`src/rtl/updown_counter_param.sv`:
```
// rtl/updown_counter_param.sv - parameterised up/down counter with wrap/saturate bounds, load and overflow/underflow flags
module updown_counter_param #(
  parameter int WIDTH     = 4,
  parameter int MIN_VAL   = 0,
  parameter int MAX_VAL   = 2**WIDTH - 1,
  parameter int STEP      = 1,
  parameter bit WRAP      = 1'b1,
  parameter int RESET_VAL = MIN_VAL
) (
  input  logic             clk,
  input  logic             reset,
  input  logic             load,
  input  logic [WIDTH-1:0] load_val,
  input  logic             increment,
  input  logic             decrement,
  input  logic             clear_flags,
  output logic [WIDTH-1:0] count,
  output logic             at_max,
  output logic             at_min,
  output logic             ovf_pulse,
  output logic             unf_pulse,
  output logic             ovf_sticky,
  output logic             unf_sticky
);

  // One extra bit keeps count+STEP and the wrap remainders from truncating.
  localparam logic [WIDTH:0] MIN_E  = (WIDTH+1)'(MIN_VAL);
  localparam logic [WIDTH:0] MAX_E  = (WIDTH+1)'(MAX_VAL);
  localparam logic [WIDTH:0] STEP_E = (WIDTH+1)'(STEP);
  localparam logic [WIDTH-1:0] RESET_W = WIDTH'(RESET_VAL);

  logic [WIDTH:0] cnt_ext;
  logic [WIDTH:0] load_ext;
  logic [WIDTH:0] sum;
  logic [WIDTH:0] span;
  logic [WIDTH:0] count_nxt;
  logic           ovf_evt;
  logic           unf_evt;

  always_comb begin
    cnt_ext   = {1'b0, count};
    load_ext  = {1'b0, load_val};
    sum       = cnt_ext + STEP_E;
    span      = cnt_ext - MIN_E;
    count_nxt = cnt_ext;
    ovf_evt   = 1'b0;
    unf_evt   = 1'b0;

    if (load) begin
      if (load_ext > MAX_E) begin
        count_nxt = MAX_E;
      end else if (load_ext < MIN_E) begin
        count_nxt = MIN_E;
      end else begin
        count_nxt = load_ext;
      end
    end else if (increment && !decrement) begin
      if (sum <= MAX_E) begin
        count_nxt = sum;
      end else begin
        ovf_evt = 1'b1;
        if (WRAP) begin
          count_nxt = MIN_E + (sum - MAX_E - 1'b1);
        end else begin
          count_nxt = MAX_E;
        end
      end
    end else if (decrement && !increment) begin
      if (span >= STEP_E) begin
        count_nxt = cnt_ext - STEP_E;
      end else begin
        unf_evt = 1'b1;
        if (WRAP) begin
          count_nxt = MAX_E - (STEP_E - span - 1'b1);
        end else begin
          count_nxt = MIN_E;
        end
      end
    end
  end

  // A new event beats a simultaneous clear so no overflow is ever lost.
  always_ff @(posedge clk) begin
    if (reset) begin
      count      <= RESET_W;
      ovf_pulse  <= 1'b0;
      unf_pulse  <= 1'b0;
      ovf_sticky <= 1'b0;
      unf_sticky <= 1'b0;
    end else begin
      count      <= WIDTH'(count_nxt);
      ovf_pulse  <= ovf_evt;
      unf_pulse  <= unf_evt;
      ovf_sticky <= ovf_evt | (ovf_sticky & ~clear_flags);
      unf_sticky <= unf_evt | (unf_sticky & ~clear_flags);
    end
  end

  assign at_max = (count == WIDTH'(MAX_VAL));
  assign at_min = (count == WIDTH'(MIN_VAL));

endmodule

```
`config.mk`:
```
export PLATFORM = sky130hd
export DESIGN_NAME = updown_counter_param
export DESIGN_NICKNAME = d
export VERILOG_FILES = /design/src/rtl/updown_counter_param.sv
export SDC_FILE = /design/constraint.sdc
export NUM_CORES = 1
export LEC_CHECK = 0
export CORE_AREA = 3 3 40 42
export CTS_BUF_LIST = sky130_fd_sc_hd__clkbuf_8
export DETAILED_ROUTE_END_ITERATION = 8
export DIE_AREA = 0 0 43 45
export HOLD_SLACK_MARGIN = 0.15
export PLACE_DENSITY = 0.79
export SLEW_MARGIN = 15
export SYNTH_ARGS = -nofsm -noshare
export SYNTH_HDL_FRONTEND = slang
export SYNTH_SLANG_ARGS = --single-unit
export TNS_END_PERCENT = 100
```
`constraint.sdc`:
```
create_clock -name clk -period 1.5 [get_ports clk]
set_input_delay 0.375 -clock clk [delete_from_list [all_inputs] [get_ports clk]]
set_output_delay 0.375 -clock clk [all_outputs]
set_load 0.02 [all_outputs]
```
==> results.json, run 1 <==
{
  "die-area_um2": 1935,
  "num_antenna_cells": 0,
  "crit_type": "reg -> out",
  "critical_path_arrival_ns": 1.14,
  "relSlewSlack": 0.8251,
  "max_cap_violations": 0,
  "multi_input_area_um2": 365.4,
  "crit_path_max_incr_delay_ns": 0.35,
  "yosysWarnings": 0,
  "drive_above_1_share": 0.4239,
  "min_from": "unf_sticky",
  "drtIter0Drc": 9,
  "p_per_area_nw_per_um2": 817.9,
  "whs_ns": 0.4812,
  "synth_top_area_frac": 0.3184,
  "drc": 0,
  "syn-instance-count": 56,
  "slowest_stage": "dfxtp_4",
  "regArea_um2": 167.7,
  "cts_buffers": 3,
  "skew_ns": 0.004186,
  "rsz0062_at_grt": "yes",
  "grt_max_degree": 7,
  "ys_ff_latch": 8,
  "cts-root-buf": "clkbuf_8",
  "post-route-period-util": 1.010,
  "tightestPinTransition_ns": 0.2618,
  "grt_overflow_total": 0,
  "routed_wl_mm": 1.437,
  "startpoint_type": "flop",
  "drt_first_pass_iters": 3,
  "clock_path_buffers": 2,
  "synth_top_area_cell": "dfxtp_1",
  "clk_latency_ns": 0.24,
  "synth_edf_count": 0,
  "cts_sinks": 8,
  "async_reset_ff_frac": 0,
  "ir_drop_v": 0.0004097,
  "crit_buf_inv": 2,
  "cts.clk_slew.worst_paths_ns": 0.04,
  "avgRoutedWirePerCell_um": 13.43,
  "nets": 108,
  "placed_area_um2": 815.8,
  "synth_area_leaders": "dfxtp_1, ha_1, nor3b_1, mux2i_1, inv_1",
  "portBuffers": 19,
  "worst_slack_ns": -0.01428,
  "status": "complete, but fails checks",
  "hold_path_class": "reg -> reg",
  "grt_usage": 0.1683,
  "postCtsHoldBufs": 0,
  "via_per_inst": 5.103,
  "h-tree-depth": 1,
  "slew_viol_final": 0,
  "crit_chain": "buf_6, ha_4, and3_4, buf_6",
  "crit_fanout": 3,
  "crit_path_frequent_cell": "buf_6",
  "setup_viol": 1,
  "antenna_found_initial": 0,
  "yosysSeqAreaShare": 0.3184,
  "p_leak_nw": 0.4302,
  "yosysUniqueCellTypes": 28,
  "period_minus_slack_ns": 1.514,
  "tritoncts": "yes",
  "start_util": 0.3914,
  "syn_area_per_cell_um2": 8.982,
  "gp_congestion": 0.8677,
  "grt_pass1_wl_mm": 2.214,
  "startpoint": "count[0]",
  "grt_pass1_vias": 516,
  "hold_viol_final": 0,
  "required_ns": 1.12,
  "die_h_um": 45,
  "timing.rr.start": "count[0]",
  "die_w_um": 43,
  "postLayoutCellArea_um2": 927.1,
  "syn_to_final_growth_pct": 84.33,
  "core_area_um2": 1285,
  "cp_top_family": "flip-flops",
  "worstSetupEndpointType": "output pin",
  "ys.flop_type": "dfxtp_1",
  "vias": 546,
  "fmax_mhz": 660.4,
  "violations": "negative setup slack",
  "dp_hpwl_um": 973.1,
  "io_pins": 20,
  "drtAntennaViolNets": 0,
  "netlist_area_um2": 503.0,
  "nFillCells": 105,
  "num_rows": 13,
  "syn_nets": 71
}
[sequential cells by signal, summed over array words and instances, names as in the netlist]
register,count
unf_sticky,1
count,4
unf_pulse,1
ovf_pulse,1
ovf_sticky,1
[power breakdown]
group | internal (mW) | total, mW | leakage, nW | switching, mW
registers | 0.225 | 0.238 | 0.0667 | 0.0131
logic | 0.135 | 0.245 | 0.337 | 0.110
clock network | 0.178 | 0.275 | 0.0269 | 0.0969
[worst paths after layout]
kind                endpoint  slack [ns]  cells after the start
hold / removal    unf_sticky        0.48                      2
hold reg to reg   unf_sticky        0.48                      2
setup / recovery      at_max       -0.01                      4
setup reg to reg  ovf_sticky        0.01                      7
[area by class of cell]
cell class / instances / area share
Clock buffer: 3 / 0.04453
Clock inverter: 1 / 0.004049
Inverter: 5 / 0.02294
Multi-Input combinational cell: 40 / 0.3941
Sequential cell: 8 / 0.1808
Tap cell: 15 / 0.02024
Timing Repair Buffer: 35 / 0.3333
[worst min-delay path, cell delays in order, from the launching register on]
cell and delay, ns:
dfxtp_1 0.32, a2bb2oi_1 0.06, nor2_1 0.07
[metal layers]
metal,track usage,routed length [µm],part of all wire
met4,0.1627,68,0.047
met3,0.08367,123,0.086
met5,0,0,0
met2,0.2605,707,0.49
met1,0.1618,537,0.37
[logic make-up (layout without fill, tap and decap cells)]
group / Yosys count / after routing / synth area share
flip-flops: 8 / 8 / 0.3184
adder cells (fa/ha/maj): 6 / 6 / 0.1443
buffers and inverters: 8 / 44 / 0.07463
multiplexers: 2 / 2 / 0.03980
AND/OR/NAND/NOR: 21 / 21 / 0.2338
XOR/XNOR: 3 / 3 / 0.05225
AO/OA/AOI/OAI: 8 / 8 / 0.1368
[synthesized netlist by cell type (2+ instances only)]
library cell / n
ha_1: 5
mux2i_1: 2
clkbuf_1: 2
dfxtp_1: 8
nand3_1: 2
xor2_1: 2
nor3b_1: 3
inv_1: 5
nor2_1: 5
nand2_1: 4
[cell usage in the layout (no fill, tap or decap), types with 3 or more instances in the layout]
cell type	n
dfxtp_1	6
clkdlybuf4s50_1	7
buf_4	13
nand2_1	4
clkdlybuf4s15_1	3
nor2_1	5
buf_6	4
inv_1	4
clkbuf_8	3
ha_1	3
dlygate4sd2_1	5
[through the flow]
| step | setup WS [ns] | total power [mW] | setup TNS (ns) | std cells | utilization |
|---|---|---|---|---|---|
| 3_3_place_gp | -0.2240 | 0.4613 | -0.9822 | 100 | 0.6349 |
| 2_1_floorplan | 0.02836 | 0.3571 | 0 | 56 | - |
| 6_report | -0.01428 | 0.7583 | -0.01428 | 107 | 0.7215 |
| 5_1_grt | -0.04128 | 0.8017 | -0.1235 | 107 | 0.7215 |
| 4_1_cts | -0.01457 | 0.7459 | -0.01524 | 107 | 0.7011 |
| 3_5_place_dp | -0.3026 | 0.4646 | -1.147 | 100 | 0.6349 |
[repair_timing]
item,CTS,global route
gates resized for setup,27,12
endpoints found under the hold margin,0,0
pin swaps,5,2
setup buffers,3,0
setup endpoints to repair,12,7
Power figures use the tool's default switching activity.
==> inputs of run 2 (changes only) <==
- GPL_TIMING_DRIVEN: default -> 0
- REMOVE_ABC_BUFFERS: default -> 1
==> run 2 against run 1 <==
The flow still finishes with violations (negative setup slack). Global-route usage fell by 2.1 points. Maximum frequency fell by 1.7%. Sequential power rose by 3%. Worst setup slack got worse by 0.026 ns. Core utilization fell by 7.0 points. Power fell by 6.1%. Clock power fell by 7%. Cell count fell by 9.3%.
==> results.json, run 2 (synthesis gave the netlist of run 1 again) <==
{
  "clock_path_buffers": 2,
  "portBuffers": 19,
  "avgRoutedWirePerCell_um": 13.14,
  "num_rows": 13,
  "drt_first_pass_iters": 2,
  "drive_above_1_share": 0.3293,
  "instances_no_fill": 97,
  "antenna_found_initial": 0,
  "grt_pass1_wl_mm": 2.070,
  "max_cap_violations": 0,
  "drtIter0Drc": 5,
  "gp_congestion": 0.7560,
  "period_minus_slack_ns": 1.540,
  "cts_sinks": 8,
  "hold_path_class": "reg -> reg",
  "required_ns": 1.12,
  "die_h_um": 45,
  "p_per_area_nw_per_um2": 850.9,
  "grt_overflow_total": 0,
  "fmax_mhz": 649.4,
  "mostFrequentLayoutCells": "dlygate4sd2_1, clkdlybuf4s50_1, buf_4, nor2_1, dfxtp_1",
  "largest_reg_flops": 4,
  "postLayoutCellArea_um2": 837.1,
  "regArea_um2": 168.9,
  "grt_usage": 0.1476,
  "cts.clk_slew.worst_paths_ns": 0.04,
  "status": "complete, but fails checks",
  "critical_path_arrival_ns": 1.16,
  "clk_latency_ns": 0.23,
  "startpoint": "count[1]",
  "dp_hpwl_um": 839.1,
  "routed_wl_mm": 1.275,
  "violations": "negative setup slack",
  "dp.cells": 87,
  "grt_max_degree": 10,
  "worstSetupEndpointType": "output pin",
  "fin_tns_setup_ns": -0.04636,
  "hold_viol_final": 0,
  "cts_buffers": 3,
  "vias": 486,
  "rsz0062_at_grt": "yes",
  "skew_ns": 0.0001666,
  "timing.rr.start": "count[1]",
  "nets": 99,
  "dpl_worst_slack_ns": -0.3761,
  "crit_type": "reg -> out",
  "tritoncts": "yes",
  "die_w_um": 43,
  "start_util": 0.3914,
  "nFillCells": 109,
  "die-area_um2": 1935,
  "relSlewSlack": 0.7519,
  "layout_commonest_cell": "dlygate4sd2_1",
  "core_area_um2": 1285,
  "syn_to_final_growth_pct": 66.42,
  "worst_slack_ns": -0.03997,
  "multi_input_area_um2": 345.3,
  "crit_fanout": 4,
  "grt_pass1_vias": 490,
  "slew_viol_final": 0,
  "top_register": "count",
  "postCtsHoldBufs": 0,
  "setup_viol": 2,
  "drc": 0,
  "cts-root-buf": "clkbuf_8",
  "tightestPinTransition_ns": 0.3710,
  "placed_area_um2": 693.2,
  "num_antenna_cells": 0,
  "p_leak_nw": 0.3746,
  "io_pins": 20,
  "ir_drop_v": 0.0003995,
  "min_from": "ovf_sticky",
  "post-route-period-util": 1.027,
  "h-tree-depth": 1,
  "drtAntennaViolNets": 0,
  "via_per_inst": 5.010,
  "startpoint_type": "flop"
}
-- run 2: changes by cell type in the layout (fill, tap and decap cells not counted), sizes merged --
cell / change
clkdlybuf4s15: -3
dlymetal6s2s: -1
clkbuf: -1
dlygate4sd2: +5
buf: -9
inv: -1
-- run 2: final cells by class --
class	instances	area share
multi-input cells	40	0.4126
repair buffers	26	0.2825
flip-flops and latches	8	0.2018
clock buffers	3	0.04933
inverters	5	0.03139
well taps	15	0.02242
-- run 2: repair_timing --
item                                    CTS  global route
endpoints found under the setup margin   13             5
buffers inserted                          6             1
resized for setup                        36             5
hold endpoints to repair                  0             0
pin swaps                                 4             1
-- run 2: path summary, 6_finish.rpt --
kind,endpoint,slack [ns],cells past startpoint
setup reg to reg,ovf_sticky,0.01,6
hold / removal,ovf_sticky,0.47,2
setup / recovery,at_max,-0.04,4
hold reg to reg,ovf_sticky,0.47,2
-- run 2: metal layers --
layer,GRT usage,vias to the layer above,share of wire
met5,0,-,0
met4,0.1024,0,0.022
met3,0.04781,3,0.067
met2,0.2605,16,0.51
met1,0.1477,222,0.40
li1,-,245,-
-- run 2: critical path, stage by stage, from the launching register on --
cell and delay, ns:
dfxtp_4 0.36, buf_6 0.13, ha_4 0.16, and3_4 0.17
buf_6 0.12
-- run 2: through the flow --
stage            util  hold WS, ns  power, mW
6_report       0.6514       0.4726     0.7123
5_1_grt        0.6514       0.5067     0.7585
4_1_cts        0.6329       0.4778     0.7102
3_5_place_dp   0.5394       0.4743     0.4137
3_3_place_gp   0.5394       0.4665     0.4093
2_1_floorplan       -       0.4441     0.3364
-- run 2: report_power, final --
part           switching [mW]  internal (mW)  total, mW  leakage [nW]
clock network          0.0833          0.174      0.257        0.0216
logic                  0.0966          0.113      0.210         0.286
registers              0.0199          0.226      0.246        0.0670
total                   0.200          0.512      0.712         0.375
==> variant 1 (flow settings as in run 1) <==
Put a register stage on the outputs `at_max` and `at_min`, cleared by the reset. The values now appear one clock later. The other outputs are not delayed to match.
--- a/src/rtl/updown_counter_param.sv
+++ b/src/rtl/updown_counter_param.sv
@@ -97,6 +97,13 @@
   end
 
-  assign at_max = (count == WIDTH'(MAX_VAL));
-  assign at_min = (count == WIDTH'(MIN_VAL));
+  always_ff @(posedge clk) begin
+    if (reset) begin
+      at_max <= '0;
+      at_min <= '0;
+    end else begin
+      at_max <= (count == WIDTH'(MAX_VAL));
+      at_min <= (count == WIDTH'(MIN_VAL));
+    end
+  end
 
 endmodule
Check against the original RTL: not equivalent (a bounded check fails within 4 cycles, from zero or initial values and one cycle with reset high).
==> variant 1 against run 1 <==
Wire length increased by 6.6%. Power is 12% higher. Core utilization rose by 4.6 points. First-iteration DRC count increased to 2.6 times the old value. Area after synthesis is 20% higher. Hold slack got worse by 27 ps. Clock skew is 3.8 ps lower. Sequential cell count is 2 higher. Die area unchanged. Cell area is 6.3% higher. Setup slack better by 83 ps. Critical endpoint is now count[1].
==> variant 1: results (changes against run 1) <==
Outcome: finished, final reports clean
Placer Congestion: 0.818 (-5.8%)
Slowest-stage cell, CP: a2111o_1
Via Count: 638 (+17%)
Final std cells w/o fill: 117 (+9.3%)
Synth cell types: 34 (+21%)
Switching pwr: 0.225 mW (+1.9%)
Synth cell count leaders: dfxtp_1, nor2_1, ha_1
CP peak stage delay: 380 ps (+30 ps)
H-tree depth: 1 (unchanged)
Max Clock Skew: 0.372 ps (-3.81 ps)
Post-synthesis sequential area ratio: 0.333 (+0.0142)
Max FO, Critical Path: 5 (+2)
Post-DP Area: 912 µm² (+12%)
First-pass GRT wire length: 2470 µm (+12%)
Pleak: 0.463 nW (+7.5%)
WL per Instance: 13.1 µm (-2.5%)
DR iter-0 viols: 23 (+14)
DR pass1 iterations: 4 (+1)
Share of layout cells above drive strength 1: 0.333 (-0.0906)
Maximum number of pins on one net before global-route repair: 11 (+4)
CP delay by family, top: compound AO/OA/AOI/OAI gates
Worst path arrival time: 1590 ps (+450 ps)
Hold Path Class: reg -> reg
Detail Placement HPWL: 1000 µm (+2.9%)
Largest cells by area after synthesis: dfxtp_1, ha_1, nor2_1, nand3b_1, a21oi_1
Max FFs per register: 4 (unchanged)
Vias in the first global route: 596 (+16%)
Rel. slew slack: 0.818 (-0.00677)
DP Worst Slack: -384 ps (-81.4 ps)
Peak supply drop: 0.000592 V (+45%)
Syn Nets: 81 (+14%)
Async SR Flop Fraction: 0 (unchanged)
Maximum clock path buffer count: 2 (unchanged)
Total track usage: 0.171 (+0.00236)
Placed Instances: 112 (+12%)
Syn Inst Count: 66 (+18%)
Initial antenna violation count: 0 (unchanged)
## variant 1: routing by layer
metal	vias up	part of all wire	GRT usage
li1	307	-	-
met1	302	0.39	0.183
met2	27	0.54	0.314
met3	2	0.072	0.0359
met4	0	0.0052	0.0904
met5	-	0	0
## variant 1: worst paths after layout
| kind | depth (start not counted) | start | slack, ps | to |
|---|---|---|---|---|
| max reg2reg | 6 | count[1] | 70 | count[1] |
| min | 1 | ovf_sticky | 450 | ovf_sticky |
| max | 6 | count[1] | 70 | count[1] |
| min reg2reg | 1 | ovf_sticky | 450 | ovf_sticky |
## variant 1: what timing repair did
| action | 4_1_cts | 5_1_grt |
|---|---|---|
| endpoints found under the hold margin | 0 | 0 |
| endpoints found under the setup margin | 17 | 3 |
| setup buffers | 1 | 0 |
| pin swaps | 1 | 2 |
| gates resized for setup | 15 | 3 |
## variant 1: power groups by stage
stage / logic [mW] / clock network, mW / registers (mW)
after floorplan: 0.0971 / 0 / 0.311
after global placement: 0.216 / 0 / 0.291
after detailed placement: 0.218 / 0 / 0.292
after CTS: 0.215 / 0.350 / 0.287
after global routing: 0.243 / 0.364 / 0.288
final: 0.224 / 0.340 / 0.287
## variant 1: cells by family (layout without fill, tap and decap cells)
kind of cell	count (synthesis)	count (layout)	share of synthesized area
fa+ha+maj	5	5	0.104
xor+xnor	1	1	0.0146
compound gates	14	14	0.202
flops	10	10	0.333
buf+inv	9	45	0.0769
simple gates	26	26	0.252
mux	1	1	0.0187
## variant 1: final cells by class
cell class              count  area (µm²)
clock buffers               4        55.1
fillers                    96         299
inverters                   4        15.0
multi-input cells          47         379
flip-flops and latches     10         208
well taps                  15        18.8
repair buffers             37         310
==> variant 2 (flow settings as in run 1) <==
Made on the original files. Change the parameter `WRAP` from 1'b1 to 1'b0.
--- a/src/rtl/updown_counter_param.sv
+++ b/src/rtl/updown_counter_param.sv
@@ -5,5 +5,5 @@
   parameter int MAX_VAL   = 2**WIDTH - 1,
   parameter int STEP      = 1,
-  parameter bit WRAP      = 1'b1,
+  parameter bit WRAP      = 1'b0,
   parameter int RESET_VAL = MIN_VAL
 ) (
Function: changed (Yosys sat finds a counterexample within 4 cycles, from zero or initial values and one cycle with reset high).
==> variant 2 against run 1 <==
The run still ends with setup timing left. Clock skew is 0.96 ps lower. Core utilization is 14 points higher. Register-to-register slack worse by 170 ps. Area after synthesis is 21% higher. Highest routed layer unchanged. Power is 19% higher. Setup slack worse by 150 ps. Sequential cell count stayed put. Cell area is 20% higher. Largest power group is now combinational logic. Wire length is 62% higher.
==> variant 2: results (changes against run 1) <==
Outcome: complete, but fails checks
Failing checks: setup timing
Met3 WL: 124 µm (+0.81%)
DR iter-0 viols: 20 (+11)
DR pass1 iterations: 4 (+1)
Final nets: 128 (+19%)
Slack of the critical path: -164 ps (-150 ps)
Synth cell count leaders: dfxtp_1, inv_1, a21oi_1
Share of layout cells above drive strength 1: 0.464 (+0.0404)
Post-synthesis sequential area ratio: 0.263 (-0.0550)
FF-to-FF End: count[0]
Max FO, Critical Path: 4 (+1)
Placed Instances: 121 (+21%)
WL per Instance: 18.4 µm (+37%)
Placer Congestion: 0.824 (-5.0%)
Worst-margin pin slew: 296 ps (+34.3 ps)
Wire length on met1: 978 µm (+82%)
Kind of critical path: reg -> reg
Via Count: 744 (+36%)
Maximum number of pins on one net before global-route repair: 15 (+8)
Post-DP Area: 965 µm² (+18%)
Synth cell types: 32 (+14%)
Detail Placement HPWL: 1410 µm (+45%)
Max Clock Skew: 3.23 ps (-0.958 ps)
Final setup fails: 8 (+7)
Peak supply drop: 0.000687 V (+68%)
DP Worst Slack: -379 ps (-76.0 ps)
WL final: 2330 µm (+62%)
Worst path arrival time: 1770 ps (+630 ps)
First-pass GRT wire length: 3550 µm (+60%)
Largest cells by area after synthesis: dfxtp_1, ha_1, a21oi_1, inv_1, a211o_1
Pleak: 0.502 nW (+17%)
==> variant 2: cell count changes in the layout (fill, tap and decap cells not counted), sizes merged, moves of 3 or more <==
| cell | run 1 | this run |
|---|---|---|
| o21ai | 0 | 3 |
| clkdlybuf4s15 | 3 | 0 |
| a21oi | 1 | 6 |
| nand2b | 0 | 4 |
| dlygate4sd2 | 5 | 10 |
| buf | 18 | 23 |
| a211o | 0 | 3 |
| nor2 | 5 | 2 |
==> variant 2: logic make-up after synthesis <==
kind of cell / count (synthesis) / synth area share
compound gates: 20 / 0.235
mux: 2 / 0.0350
fa+ha+maj: 5 / 0.0988
buf+inv: 12 / 0.0885
simple gates: 27 / 0.280
flops: 8 / 0.263
==> variant 2: cell type report <==
cell class,count,area (µm²)
inverter,7,31.3
timing repair buffer,40,342
sequential,8,169
multi-input combinational,54,507
fill,77,176
clock buffer,3,41.3
tap,15,18.8
==> variant 2: what timing repair did <==
item                       in CTS  in global routing
setup endpoints to repair      17                  9
pin swaps                      11                  8
buffers inserted                1                  2
gates resized for setup        29                 12
==> variant 2: worst max-delay path, cell delays in order (launching register included) <==
cell and delay (ps):
dfxtp_4 370, inv_4 50, ha_4 150, or4b_4 540
a211oi_2 220, a211o_1 130, o32ai_1 70
==> variant 2: worst min path at each step <==
stage                          start    endpoint  cells past startpoint
after detailed placement  ovf_sticky  ovf_sticky                      2
after CTS                 ovf_sticky  ovf_sticky                      2
after floorplan                 load   unf_pulse                      1
after global routing      ovf_sticky  ovf_sticky                      2
final                     ovf_sticky  ovf_sticky                      2
after global placement    ovf_sticky  ovf_sticky                      2
==> variant 2: routing by layer <==
layer | GRT usage | up-vias
li1 | - | 350
met1 | 0.303 | 355
met2 | 0.434 | 33
met3 | 0.0677 | 6
met4 | 0.0482 | 0
met5 | 0 | -
==> variant 2: through the flow <==
| step | TNS, ps | total power, mW | hold slack, ps |
|---|---|---|---|
| 3_5_place_dp | -2240 | 0.568 | 471 |
| 4_1_cts | -608 | 0.857 | 474 |
| 6_report | -643 | 0.900 | 495 |
| 3_3_place_gp | -1940 | 0.557 | 459 |
| 2_1_floorplan | -244 | 0.425 | 451 |
| 5_1_grt | -1030 | 0.936 | 500 |
==> variant 2: power by group <==
| group | leakage [nW] | internal (mW) | switching [mW] |
|---|---|---|---|
| logic | 0.413 | 0.203 | 0.182 |
| registers | 0.0670 | 0.228 | 0.0235 |
| clock network | 0.0216 | 0.174 | 0.0897 |
